$ cat config.mk
export PLATFORM = sky130hd
export DESIGN_NAME = logit_sar
export DESIGN_NICKNAME = d
export VERILOG_FILES = /design/src/rtl/logit_pkg.sv /design/src/rtl/sigmoid_eval.sv /design/src/rtl/logit_sar.sv
export SDC_FILE = /design/constraint.sdc
export NUM_CORES = 1
export LEC_CHECK = 0
export BUFFER_PORTS_ARGS = -buffer_cell sky130_fd_sc_hd__buf_2
export CAP_MARGIN = 20
export CORE_ASPECT_RATIO = 1.1
export CORE_UTILIZATION = 55
export CTS_CLUSTER_DIAMETER = 120
export DETAILED_ROUTE_END_ITERATION = 10
export GPL_ROUTABILITY_DRIVEN = 0
export HOLD_SLACK_MARGIN = 0.1
export PLACE_DENSITY = 0.82
export SYNTH_ARGS = -nofsm -noshare
export SYNTH_HDL_FRONTEND = slang
export SYNTH_HIERARCHICAL = 1
export SYNTH_SLANG_ARGS = --single-unit
$ cat constraint.sdc
create_clock -name clk -period 17.71 [get_ports clk]
set_clock_uncertainty 0.2 [all_clocks]
set_input_delay 2.6565 -clock clk [delete_from_list [all_inputs] [get_ports clk]]
set_output_delay 2.6565 -clock clk [all_outputs]
set_load 0.03 [all_outputs]
$ cat src/rtl/logit_pkg.sv
// logit_pkg: shared Q8.8 constants and FSM state encoding for the logit_sar block.
`default_nettype none

package logit_pkg;

  localparam logic [15:0] Q_ONE  = 16'h0100;
  localparam logic [15:0] Q_HALF = 16'h0080;

  typedef enum logic [1:0] {
    IDLE   = 2'd0,
    SEARCH = 2'd1,
    FIX    = 2'd2,
    DONE   = 2'd3
  } state_t;

endpackage

`default_nettype wire

$ cat src/rtl/sigmoid_eval.sv
// sigmoid_eval: combinational piecewise Q8.8 sigmoid, monotone in x, sigma(0) = 0x80.
`default_nettype none

module sigmoid_eval
  import logit_pkg::*;
(
  input  logic [15:0] x,
  output logic [15:0] sigma
);

  logic [15:0] a;
  logic [6:0]  n;
  logic [7:0]  f;
  logic [15:0] base;
  logic [15:0] t;

  always_comb begin
    a     = x[15] ? (~x + 16'd1) : x;
    n     = a[14:8];
    f     = a[7:0];
    base  = Q_HALF - {10'd0, f[7:2]};
    t     = (n >= 7'd16) ? 16'd0 : (base >> n);
    sigma = x[15] ? t : (Q_ONE - t);
  end

endmodule

`default_nettype wire

$ cat src/rtl/logit_sar.sv
// logit_sar: inverse Q8.8 sigmoid by lower-bound successive approximation, one bit per clock.
// Optional LOGIT_NEAREST_EN adds a FIX cycle that rounds the result to the nearer of lo-1 / lo.
`default_nettype none

module logit_sar
  import logit_pkg::*;
#(
  parameter int XW = 12
)
(
  input  logic        clk,
  input  logic        rst_n,
  input  logic        in_valid,
  output logic        in_ready,
  input  logic [15:0] y_in,
  output logic        out_valid,
  input  logic        out_ready,
  output logic [15:0] x_out,
  output logic        sat
);

  localparam int         LW      = XW + 1;
  localparam logic [LW-1:0] LO_MIN  = {2'b11, {(XW-1){1'b0}}};
  localparam logic [LW-1:0] LO_MAX  = {2'b00, {(XW-1){1'b1}}};
  localparam logic [LW-1:0] LO_OVER = {2'b01, {(XW-1){1'b0}}};
  localparam logic [3:0]    K_TOP   = 4'(XW - 1);

  state_t        state;
  state_t        state_nx;
  logic [15:0]   y;
  logic [LW-1:0] lo;
  logic [LW-1:0] cand;
  logic [LW-1:0] lo_raw;
  logic [LW-1:0] lo_nx;
  logic [3:0]    k;
  logic [15:0]   eval_x;
  logic [15:0]   eval_sigma;
  logic          pass;

  assign cand = lo + (LW'(1) << k) - LW'(1);

`ifdef LOGIT_NEAREST_EN
  logic [LW-1:0] lo_dn;
  logic [15:0]   sig_hi;
  logic          found;
  logic          pick_dn;

  // In FIX the shared evaluator looks one step below lo; sigma(lo) was captured during SEARCH.
  assign lo_dn   = lo - LW'(1);
  assign eval_x  = (state == FIX) ? 16'(signed'(lo_dn)) : 16'(signed'(cand));
  assign pick_dn = found && (lo != LO_MIN) &&
                   (({1'b0, y} - {1'b0, eval_sigma}) < ({1'b0, sig_hi} - {1'b0, y}));
`else
  assign eval_x  = 16'(signed'(cand));
`endif

  sigmoid_eval u_eval (
    .x     (eval_x),
    .sigma (eval_sigma)
  );

  assign pass   = (eval_sigma >= y);
  assign lo_raw = pass ? lo : (cand + LW'(1));
  // Only the final step can land one past the range; that means no x qualified.
  assign lo_nx  = (lo_raw == LO_OVER) ? LO_MAX : lo_raw;

  always_ff @(posedge clk or negedge rst_n) begin
    if (!rst_n) state <= IDLE;
    else        state <= state_nx;
  end

  always_comb begin
    state_nx  = state;
    in_ready  = 1'b0;
    out_valid = 1'b0;
    case (state)
      IDLE: begin
        in_ready = 1'b1;
        if (in_valid) state_nx = SEARCH;
      end
      SEARCH: begin
        if (k == 4'd0) begin
`ifdef LOGIT_NEAREST_EN
          state_nx = FIX;
`else
          state_nx = DONE;
`endif
        end
      end
      FIX:  state_nx = DONE;
      DONE: begin
        out_valid = 1'b1;
        if (out_ready) state_nx = IDLE;
      end
      default: state_nx = IDLE;
    endcase
  end

  always_ff @(posedge clk or negedge rst_n) begin
    if (!rst_n) begin
      y      <= '0;
      sat    <= 1'b0;
      lo     <= '0;
      k      <= '0;
      x_out  <= '0;
`ifdef LOGIT_NEAREST_EN
      sig_hi <= '0;
      found  <= 1'b0;
`endif
    end else begin
      case (state)
        IDLE: begin
          if (in_valid) begin
            y   <= y_in;
            sat <= (y_in == 16'd0) || (y_in >= Q_ONE);
            lo  <= LO_MIN;
            k   <= K_TOP;
`ifdef LOGIT_NEAREST_EN
            sig_hi <= '0;
            found  <= 1'b0;
`endif
          end
        end
        SEARCH: begin
          lo <= lo_nx;
          k  <= k - 4'd1;
`ifdef LOGIT_NEAREST_EN
          // The last passing candidate is the final lower bound, so its sigma is sigma(lo).
          if (pass) begin
            found  <= 1'b1;
            sig_hi <= eval_sigma;
          end
`else
          if (k == 4'd0) x_out <= 16'(signed'(lo_nx));
`endif
        end
`ifdef LOGIT_NEAREST_EN
        FIX: x_out <= 16'(signed'(pick_dn ? lo_dn : lo));
`endif
        default: ;
      endcase
    end
  end

endmodule

`default_nettype wire

==> flow_summary.json <==
{
  "critical_path_class": "reg2reg",
  "async_reset_ff_frac": 1.000,
  "met3_usage": 0.03245,
  "layout_common_cells": "inv_1 (75), ha_1 (51), nand2_1 (50), dfrtp_1 (49), nor2_1 (40)",
  "synth_cells": 616,
  "root_buffer": "clkbuf_8",
  "cts-buffers-inserted": 5,
  "yosysSeqAreaShare": 0.2404,
  "ant_nets": 0,
  "dr.pass1.iters": 6,
  "pin_count": 39,
  "clock_path_buffers": 2,
  "ys_types": 81,
  "crit_path_frequent_cell": "ha_1",
  "num_rows": 36,
  "cpPeakStageDelay_ps": 620,
  "dr_total_vias": 4580,
  "dieHeight_microns": 103.0,
  "syn_avg_cell_area_sq_um": 8.279,
  "synth-edff-count": 0,
  "grt_pass1_vias": 4551,
  "relSlewSlack": 0.3808,
  "run_status": "finished clean",
  "antenna_found_initial": 0,
  "postCtsResizedCells": 0,
  "layout_setup_ws_ps": 8017,
  "postCtsSetupRepairBufs": 0,
  "rsz0062_at_grt": "false",
  "clk_pin_slew_ps": 90,
  "grt_pass1_wl_microns": 20690,
  "met1_usage": 0.3209,
  "grtUsageTotal": 0.2708,
  "clock_latency_ps": 310,
  "pre_cts_slack_ps": 8173,
  "hold_viol_final": 0,
  "yosysTopAreaCell": "dfrtp_1",
  "final_common_cell": "inv_1",
  "slowest_stage": "inv_1",
  "min_period_ps": 9693,
  "top_usage_layer": "met2",
  "endpoint_kind": "register",
  "wl_per_cell_microns": 16.48,
  "worst_pin_slew_ps": 926.2,
  "place_area_sq_um": 5308,
  "finalInstanceArea_sq_um": 5450,
  "die-area_sq_um": 9662,
  "cts_tree": "yes",
  "crit_fanout": 29,
  "mappedNetlistArea_sq_um": 5100,
  "synth_ff_type": "dfrtp_1",
  "drive_gt1_frac": 0.1573,
  "max_freq_ghz": 0.1032,
  "coreArea_sq_um": 8919,
  "post_drt_via_cell_ratio": 6.058,
  "htree_levels": 2,
  "synth_warnings": 6,
  "hold_class": "reg2reg",
  "antenna_cells": 0,
  "grt_start_max_net_pins": 50,
  "arrival_ps": 9720,
  "cap_viol_max_count": 0,
  "drt_iter0_drc": 302,
  "setup_viol": 0,
  "yosysTopAreaCellShare": 0.2404,
  "grt-ovfl-total": 0,
  "initial_utilization": 0.5718,
  "io_buffers": 38,
  "dpl.hpwl_microns": 9732,
  "synthTopCellsByArea": "dfrtp_1 (24%), ha_1 (13%), inv_1 (5.5%), mux2_2 (4.2%), xnor2_1 (3.9%)",
  "ys_seq_elements": 49,
  "finalCritPeriodShare": 0.5473,
  "cts_sinks": 49,
  "tns_ps": 0,
  "cp-start-kind": "register",
  "wl_microns": 12460,
  "nets": 713,
  "r2r_slack_ps": 8020,
  "cts_hold_buf": 0,
  "cp.required_ps": 17740,
  "nFillCells": 774,
  "met2_usage": 0.4806,
  "die_w_microns": 93.81,
  "synthToLayoutAreaGrowth_pct": 6.870,
  "slew_viol_final": 0,
  "route.detailed.drc": 0
}
## Yosys cell counts (all sizes together) (4+ instances only)
cell	n
nand4	8
a211oi	8
o22ai	4
buf	18
or2	4
nand3	19
inv	75
a211o	4
xor2	6
a21oi	32
and3	8
nor4	10
mux2i	10
ha	51
a22oi	14
nor4b	5
or3	5
o211ai	9
mux2	19
clkbuf	12
a31oi	7
a21o	9
nor2b	6
nand2	60
o21ai	22
nor3	17
and2	6
dfrtp	49
nor2	40
xnor2	25
## per-layer routing
metal	wire [microns]	share of wire
met1	5307	0.43
met2	6252	0.50
met4	407	0.033
met3	489	0.039
met5	0	0
## state kept, by name (all words and copies together), names as in the netlist
name and cells:
k 4, lo 13, sat 1, state 2, x_out 13, y 16
## area by class of cell
| type | instances | area, sq um | share of cell area |
|---|---|---|---|
| Multi-Input combinational cell | 468 | 3452 | 0.6334 |
| Inverter | 75 | 281.5 | 0.05165 |
| Sequential cell | 49 | 1226 | 0.2250 |
| Clock inverter | 3 | 46.29 | 0.008494 |
| Tap cell | 114 | 142.6 | 0.02617 |
| Timing Repair Buffer | 42 | 232.7 | 0.04270 |
| Clock buffer | 5 | 68.82 | 0.01263 |
## through the flow
step	cells	hold WS, ps	utilization
5_1_grt	756	325.3	0.6111
2_1_floorplan	622	279.4	-
3_5_place_dp	746	272.1	0.5951
6_report	756	289.8	0.6111
3_3_place_gp	746	260.3	0.5951
4_1_cts	754	295.1	0.6080
## critical path: cells and delay by family, from the launching register on
kind	cells	cell delay (ps)
buffers and inverters	3	750
XOR/XNOR	3	580
AND/OR/NAND/NOR	11	2740
AO/OA/AOI/OAI	13	3500
adder cells (fa/ha/maj)	5	1360
flip-flops	1	480
## logic make-up after synthesis
kind of cell / share of synthesized area
other cells: 0.0007353
fa+ha+maj: 0.1290
simple gates: 0.2085
flops: 0.2404
mux: 0.06600
compound gates: 0.2105
xor+xnor: 0.05765
buf+inv: 0.08709
## path summary, 6_finish.rpt
check                                       from            endpoint  cells after the start
worst max register to register  k[2]$_DFFE_PN0P_  lo[10]$_DFFE_PN0P_                     35
worst min-delay path             sat$_DFFE_PN0P_     sat$_DFFE_PN0P_                      2
min in group asynchronous                  rst_n    y[1]$_DFFE_PN0P_                      1
worst max-delay path            k[2]$_DFFE_PN0P_  lo[10]$_DFFE_PN0P_                     35
max in group asynchronous                  rst_n    k[0]$_DFFE_PN0P_                      2
worst min register to register   sat$_DFFE_PN0P_     sat$_DFFE_PN0P_                      2
Power is not shown: default switching activity piles up to over one toggle a cycle in this logic, so the estimate is an artifact.
